## src/rtl/sd_wrr_pktmux.sv

```systemverilog
// sd_wrr_pktmux
// Weighted round-robin, packet-aware arbiter sharing one srdy/drdy output
// channel among `inputs` srdy/drdy producers. A granted input owns the
// channel until the end of its packet and keeps it for up to cfg_weight
// packets (0 treated as 1) before ownership rotates.
//
// Ports:
//   clk, reset       rising-edge clock, synchronous active-high reset
//   c_srdy/c_drdy    per-input handshake
//   c_data/c_eop     per-input word and end-of-packet (input i at [i*width +: width])
//   cfg_weight       per-input packets-per-grant, sampled at grant time
//   p_srdy/p_drdy    registered output handshake (one-entry output register)
//   p_data/p_eop     registered output word and end-of-packet
//   p_grant          one-hot owner while a packet stream is owned, else 0
module sd_wrr_pktmux #(
  parameter int width    = 16,
  parameter int inputs   = 4,
  parameter int wt_width = 4
) (
  input  logic                       clk,
  input  logic                       reset,
  input  logic [inputs-1:0]          c_srdy,
  output logic [inputs-1:0]          c_drdy,
  input  logic [inputs*width-1:0]    c_data,
  input  logic [inputs-1:0]          c_eop,
  input  logic [inputs*wt_width-1:0] cfg_weight,
  output logic                       p_srdy,
  input  logic                       p_drdy,
  output logic [width-1:0]           p_data,
  output logic                       p_eop,
  output logic [inputs-1:0]          p_grant
);

  localparam int          iw   = $clog2(inputs);
  localparam int unsigned n_in = inputs;

  localparam logic [0:0] s_idle = 1'b0;
  localparam logic [0:0] s_own  = 1'b1;

  logic [0:0]          state;
  logic [iw-1:0]       ptr;
  logic [iw-1:0]       owner;
  logic [wt_width-1:0] credit;
  logic                boundary;   // last owner word transferred was an eop

  logic [iw-1:0]       winner;
  logic                win_found;
  logic [iw:0]         cand;
  logic [iw-1:0]       sel_idx;
  logic [inputs-1:0]   sel;
  logic [inputs-1:0]   owner_oh;
  logic [inputs-1:0]   win_oh;
  logic                accept;
  logic                load;
  logic [width-1:0]    load_data;
  logic                load_eop;
  logic [wt_width-1:0] win_wt;
  logic [wt_width-1:0] wload;
  logic [wt_width-1:0] credit_dec;
  logic                release_own;

  function automatic logic [iw-1:0] next_idx(input logic [iw-1:0] i);
    return (i == iw'(n_in - 1)) ? '0 : i + iw'(1);
  endfunction

  // First requester in search order ptr, ptr+1, ... modulo inputs.
  always_comb begin
    winner    = '0;
    win_found = 1'b0;
    cand      = '0;
    for (int unsigned k = 0; k < n_in; k++) begin
      cand = {1'b0, ptr} + (iw+1)'(k);
      if (cand >= (iw+1)'(n_in)) cand = cand - (iw+1)'(n_in);
      if (!win_found && c_srdy[cand[iw-1:0]]) begin
        win_found = 1'b1;
        winner    = cand[iw-1:0];
      end
    end
  end

  always_comb begin
    owner_oh        = '0;
    owner_oh[owner] = 1'b1;
    win_oh          = '0;
    win_oh[winner]  = win_found;
  end

  assign sel_idx    = (state == s_own) ? owner : winner;
  assign sel        = (state == s_own) ? owner_oh : win_oh;
  assign accept     = ~p_srdy | p_drdy;
  assign c_drdy     = reset ? '0 : (sel & {inputs{accept}});
  assign load       = |(c_srdy & c_drdy);
  assign load_data  = c_data[sel_idx*width +: width];
  assign load_eop   = c_eop[sel_idx];
  assign win_wt     = cfg_weight[winner*wt_width +: wt_width];
  assign wload      = (win_wt == '0) ? wt_width'(1) : win_wt;
  assign credit_dec = credit - wt_width'(1);
  assign p_grant    = (state == s_own) ? owner_oh : '0;

  // Give up remaining credit when the owner is idle between packets and
  // someone else is waiting; the owner never blocks the channel at a boundary.
  assign release_own = boundary & ~c_srdy[owner] & (|(c_srdy & ~owner_oh));

  always_ff @(posedge clk) begin
    if (reset) begin
      state    <= s_idle;
      ptr      <= '0;
      owner    <= '0;
      credit   <= '0;
      boundary <= 1'b0;
    end else if (state == s_idle) begin
      if (load) begin
        // A single-word packet that also exhausts its grant never enters OWN.
        if (load_eop && (wload == wt_width'(1))) begin
          ptr <= next_idx(winner);
        end else begin
          state    <= s_own;
          owner    <= winner;
          credit   <= load_eop ? wload - wt_width'(1) : wload;
          boundary <= load_eop;
        end
      end
    end else begin
      if (load) begin
        if (load_eop) begin
          credit   <= credit_dec;
          boundary <= 1'b1;
          if (credit_dec == '0) begin
            state <= s_idle;
            ptr   <= next_idx(owner);
          end
        end else begin
          boundary <= 1'b0;
        end
      end else if (release_own) begin
        state <= s_idle;
        ptr   <= next_idx(owner);
      end
    end
  end

  // One-entry output register.
  always_ff @(posedge clk) begin
    if (reset) begin
      p_srdy <= 1'b0;
      p_data <= '0;
      p_eop  <= 1'b0;
    end else if (load) begin
      p_srdy <= 1'b1;
      p_data <= load_data;
      p_eop  <= load_eop;
    end else if (p_drdy) begin
      p_srdy <= 1'b0;
    end
  end

endmodule

```

## config.mk

```make
export PLATFORM = sky130hd
export DESIGN_NAME = sd_wrr_pktmux
export DESIGN_NICKNAME = d
export VERILOG_FILES = /design/src/rtl/sd_wrr_pktmux.sv
export SDC_FILE = /design/constraint.sdc
export NUM_CORES = 1
export LEC_CHECK = 0
export CAP_MARGIN = 5
export CORE_MARGIN = 10
export CORE_UTILIZATION = 40
export DETAILED_ROUTE_END_ITERATION = 8
export PLACE_DENSITY = 0.79
export SLEW_MARGIN = 20
export SYNTH_ARGS = -nofsm -noshare
export SYNTH_HDL_FRONTEND = slang
export SYNTH_SLANG_ARGS = --single-unit
```

## constraint.sdc

```tcl
create_clock -name clk -period 6.6 [get_ports clk]
set_input_delay 1.65 -clock clk [delete_from_list [all_inputs] [get_ports clk]]
set_output_delay 1.65 -clock clk [all_outputs]
set_load 0.05 [all_outputs]
```

Yosys cells after proc, flatten, opt, wreduce, memory -nomap -nowiden

Cells that the tools add are included.

Output and inout bits: 26
Bits of input ports: 91
Flip-flop bits (word level): 28
Word-level logic and storage cells: 136

$add $sub $neg: 11
Bitwise operators: 12
Reductions and logical operators: 21
Mux-type cells: 62
Equal/unequal tests: 7
Shift operators: 2
Order comparisons: 13

Operators by type and width:

| kind                                                                                 | number |
|---|---|
| 64-bit by 7-bit variable part select with 16-bit output                              | 1 |
| 4-bit 2-to-1 mux                                                                     | 10 |
| 2-bit 2-to-1 mux                                                                     | 18 |
| 1-bit 2-to-1 mux                                                                     | 26 |
| 2-bit by 3-bit < comparator with 1-bit output (second input constant)                | 7 |
| 4-bit bitwise AND                                                                    | 4 |
| 16-bit by 5-bit variable part select with 4-bit output                               | 1 |
| 1-bit binary-select mux with 2-bit select                                            | 6 |
| 3-bit greater-or-equal comparator (second input constant)                            | 3 |
| 4-bit zero test                                                                      | 2 |
| 2-bit nonzero test                                                                   | 4 |
| 4-bit OR reduction                                                                   | 2 |
| 2-bit by 1-bit subtractor with 2-bit output (second input constant)                  | 4 |
| 4-bit by 1-bit subtractor with 4-bit output (second input constant)                  | 2 |
| 2-bit by 2-bit adder with 3-bit output (second input constant)                       | 2 |
| 1-bit logical AND                                                                    | 6 |
| 3-bit by 2-bit inequality test with 1-bit output (second input constant)             | 2 |
| 3-bit AND reduction                                                                  | 2 |
| 5-bit AND reduction                                                                  | 1 |
| 2-bit by 1-bit adder with 2-bit output (second input constant)                       | 2 |
| 1-bit demux with 2-bit select                                                        | 2 |
| 2-bit equality test (second input constant)                                          | 2 |
| 4-bit by 1-bit equality test with 1-bit output (second input constant)               | 1 |
| 2-bit by 1-bit greater-or-equal comparator with 1-bit output (second input constant) | 2 |
| other kinds (10)                                                                     | 16 |

Depth between registers and ports, before layout

Word-level depth: 26
Depth in mapped cells: 14
Mapped depth without buffers: 13

Worst setup path after synthesis

No wires, ideal clock.

Path kind: in2out
Start: in c_srdy[1]
End: out c_drdy[1]
Stages: 7
Path buffers: 1
Required time: 4,950 ps
Arrival time: 3,384 ps
Path slack: 1,566 ps
Cell sequence: buf_4 > a21boi_1 > o221ai_2 > clkinv_1 > ha_1 > a31oi_1 > nor2_1

Cells in the longest elaborated chain, start to end: 20
Elaborated cells on any way between the ends: 31
Classes of those cells: order compare (2); mux (20); bitwise (2); reduce/logical (7)

Ends and longest elaborated chain:

| item                                                                                                                                                | line | source |
|---|---|---|
| start: declaration                                                                                                                                  | 22   | `input logic [inputs-1:0] c_srdy,` |
| 1-bit binary-select mux with 2-bit select                                                                                                           | 74   | `if (!win_found && c_srdy[cand[iw-1:0]]) begin` |
| 1-bit 2-to-1 mux (not written as such)                                                                                                              | 74   |  |
| 1-bit 2-to-1 mux                                                                                                                                    | 74   |  |
| 1-bit zero test                                                                                                                                     | 74   |  |
| 1-bit logical AND                                                                                                                                   | 74   |  |
| 1-bit 2-to-1 mux                                                                                                                                    | 74   |  |
| 1-bit zero test                                                                                                                                     | 74   |  |
| 1-bit logical AND                                                                                                                                   | 74   |  |
| [4 not listed]                                                                                                                                      | -    |  |
| named net winner[0]                                                                                                                                 | 46   | `logic [iw-1:0] winner;` |
| 2-bit by 3-bit < comparator with 1-bit output (not written as such) or 2-bit by 1-bit greater-or-equal comparator with 1-bit output (tied branches) | 85   | `win_oh[winner] = win_found;` |
| 1-bit logical AND (not written as such)                                                                                                             | 85   |  |
| 1-bit 2-to-1 mux (not written as such)                                                                                                              | 85   |  |
| 1-bit demux with 2-bit select *                                                                                                                     | 85   |  |
| 4-bit bitwise AND (no source line) *                                                                                                                | -    |  |
| 4-bit 2-to-1 mux *                                                                                                                                  | 89   | `assign sel = (state == s_own) ? owner_oh : win_oh;` |
| 4-bit bitwise AND *                                                                                                                                 | 91   | `assign c_drdy = reset ? '0 : (sel & {inputs{accept}});` |
| 4-bit 2-to-1 mux *                                                                                                                                  | 91   |  |
| end: declaration                                                                                                                                    | 23   | `output logic [inputs-1:0] c_drdy,` |

The timed path passes the listed nets; every way through them passes the cells marked *. The select of a mux whose other input is x is not followed.

Final worst setup path

Same ends and word-level chain as after synthesis.

==> results.json <==
{
  "final_hold_viol_count": 0,
  "dieArea_mm2": 0.00974,
  "regArea_um2": 561,
  "fillCellCount": 542,
  "r2r_slack_ns": 2.95,
  "die_h_um": 98.7,
  "synth_edf_count": 0,
  "drc": 0,
  "dpl.hpwl_mm": 6.93,
  "setup_viol": 0,
  "core_mm2": 0.00596,
  "final_cell_mix": "clkdlybuf4s50_1 (116), nand2_1 (51), nor2_1 (34)",
  "finalNetCount": 535,
  "syn_area_mm2": 0.00248,
  "hold_class": "flip-flop to flip-flop",
  "drt_wl_total_mm": 8.61,
  "reg2reg_depth": 7,
  "diodes": 0,
  "cts_root_buf": "clkbuf_8",
  "grtUsageTotal_pct": 16.3,
  "cts_tree": "built",
  "worstReg2RegEnd": "credit[2]",
  "wl_met2_mm": 4.08,
  "antenna_found_initial": 0,
  "postSynthCellCount": 328,
  "postRouteAntennaNets": 0,
  "num_vias": 2789,
  "slowest_stage": "clkdlybuf4s50_1",
  "cts_sinks": 28,
  "critical_path.cell_chain": "clkdlybuf4s50_1 -> a21boi_1 -> o221ai_2 -> clkinv_1 -> ha_1 -> a31oi_1 -> nor2_1 -> clkdlybuf4s50_1",
  "fp.dieW_um": 98.7,
  "drtPass1Iterations": 4,
  "wl_per_cell_um": 17.0,
  "first_iter_violations": 116,
  "m1WireLength_mm": 3.47,
  "cts-buffers-inserted": 3,
  "drive_above_1_share_pct": 6.96,
  "period_minus_slack_ns": 6.11,
  "finalMaxSlewViolations": 0,
  "fin_crit_sh_pct": 92.5,
  "clock_skew_ns": 0.00212,
  "cts_setup_buffers": 0,
  "rsz0062_at_grt": "false",
  "required_ns": 4.95,
  "ys_ff_latch": 28,
  "end_kind": "primary output",
  "worst_slew_pin_slew_ns": 0.877,
  "async_flop_share_pct": 0,
  "synth_ff_type": "dfxtp_1",
  "cts_max_path_buffers": 2,
  "power.total_uw": 928,
  "gp_congestion": 0.875,
  "cts_max_level": 1,
  "critPathKind": "primary input to primary output",
  "cpPeakStageDelay_ns": 0.72,
  "placed_area_mm2": 0.00367,
  "critPathLaunchType": "primary input",
  "finalSetupTns_ns": 0,
  "critical_path.most_common_cell": "clkdlybuf4s50_1",
  "min_path_cells": 2,
  "slew_headroom_pct": 41.4,
  "irDropWorstVdd_mv": 0.114,
  "synth_nets": 431,
  "synth_cell_types": 58,
  "grt_pass1_vias": 2737,
  "hp-start": "p_data[14]",
  "fmax_mhz": 164,
  "via_per_inst": 5.51,
  "r2r_start": "state",
  "yosysSeqAreaShare_pct": 22.6,
  "dr_wl_met3_um": 969,
  "syn_area_per_cell_um2": 7.55,
  "fin_area_mm2": 0.00375,
  "drv_cap": 0,
  "status": "complete, no violations",
  "cts_hold_buf": 0,
  "path_max_fanout": 10,
  "synth_warnings": 0,
  "multi_input_area_mm2": 0.00175,
  "power_leakage_nw": 1.42,
  "rows": 28,
  "top_layer": "met4",
  "worstSkewPairLatency_ns": 0.28,
  "start_util_pct": 41.6,
  "crit_start": "c_srdy[1]",
  "power_density_mw_per_mm2": 248,
  "postCtsResizedCells": 0,
  "cp.arrival_ns": 4.46,
  "io_buffer_count": 116,
  "area.growth.synth_to_final_pct": 51.3,
  "pin_count": 117,
  "grt_pass1_wl_mm": 13.5,
  "min_to": "p_data[14]",
  "clk_pin_slew_ns": 0.10,
  "gr-total-overflow": 0,
  "final_common_cell": "clkdlybuf4s50_1",
  "grt_max_degree": 35
}
-- critical path: cells and delay by family --
family | cells | cell delay [ns]
buf+inv | 3 | 1.56
fa+ha+maj | 1 | 0.27
simple gates | 1 | 0.10
compound gates | 3 | 0.87
-- cell usage after synthesis (2+ instances only) --
master     n  area share, %
a211oi_1  21            6.4
a21oi_1   21            4.2
a221oi_1   2           0.71
a311oi_1  16            5.7
a31o_1     2           0.71
a31oi_1    5            1.3
a41oi_1    2           0.71
and2_1    20            5.1
buf_2      8            1.6
buf_4      2           0.61
buf_6      2           0.91
clkbuf_1  12            1.8
clkinv_1   2           0.30
dfxtp_1   28             23
ha_1      12            6.1
inv_1     11            1.7
mux2_2     4            1.8
mux2i_1   12            4.9
mux4_2     2            1.8
nand2_1   51            7.7
nand3_1    8            1.6
nor2_1    34            5.2
nor2b_1    2           0.51
nor3_1     6            1.2
o21ai_0    6            1.2
o21ai_1    3           0.61
o22ai_1    3           0.76
-- report_power, final --
group,leakage [nW],switching (mW),internal [mW]
clock network,0.0357,0.0557,0.0812
logic,1.15,0.322,0.232
registers,0.229,0.0355,0.201
-- routing by layer --
layer | vias to the layer above | global-route usage (%)
li1 | 1399 | -
met1 | 1282 | 17.5
met2 | 102 | 28.1
met3 | 6 | 8.38
met4 | 0 | 3.64
met5 | - | 0
-- metrics by stage --
step                instances  hold WS [ns]  worst slack, ns  util [%]
floorplan                 328         0.491             1.57         -
global placement          502         0.466            0.617      61.6
detailed placement        502         0.480            0.504      61.6
CTS                       506         0.506            0.486      62.8
global route              506         0.518            0.302      62.9
finish                    506         0.502            0.494      62.9
-- worst max-delay path by stage --
stage | slack (ns) | end | cells after the start
finish | 0.49 | c_drdy[1] | 8
global route | 0.30 | c_drdy[1] | 8
CTS | 0.49 | c_drdy[1] | 8
detailed placement | 0.50 | c_drdy[1] | 8
global placement | 0.62 | c_drdy[1] | 8
floorplan | 1.57 | c_drdy[1] | 7
-- state kept, by name, summed over array words and instances (netlist names) --
| register | flops |
|---|---|
| p_srdy | 1 |
| state | 1 |
| p_data | 16 |
| credit | 4 |
| owner | 2 |
| boundary | 1 |
| p_eop | 1 |
| ptr | 2 |
-- cell type report --
type / instances / area share [%]
flip-flops and latches: 28 / 15.0
clock inverters: 1 / 0.801
multi-input cells: 262 / 46.8
inverters: 14 / 1.47
well taps: 75 / 2.50
repair buffers: 123 / 32.4
clock buffers: 3 / 1.10
-- kinds of logic (layout without fill, tap and decap cells) --
kind of cell	after synthesis	in the layout	synth area share, %
AND/OR/NAND/NOR	128	128	23.5
AO/OA/AOI/OAI	102	102	31.4
buffers and inverters	38	141	7.18
flip-flops	28	28	22.6
multiplexers	18	18	8.49
adder cells (fa/ha/maj)	12	12	6.06
XOR/XNOR	2	2	0.708
Power figures use the tool's default switching activity.
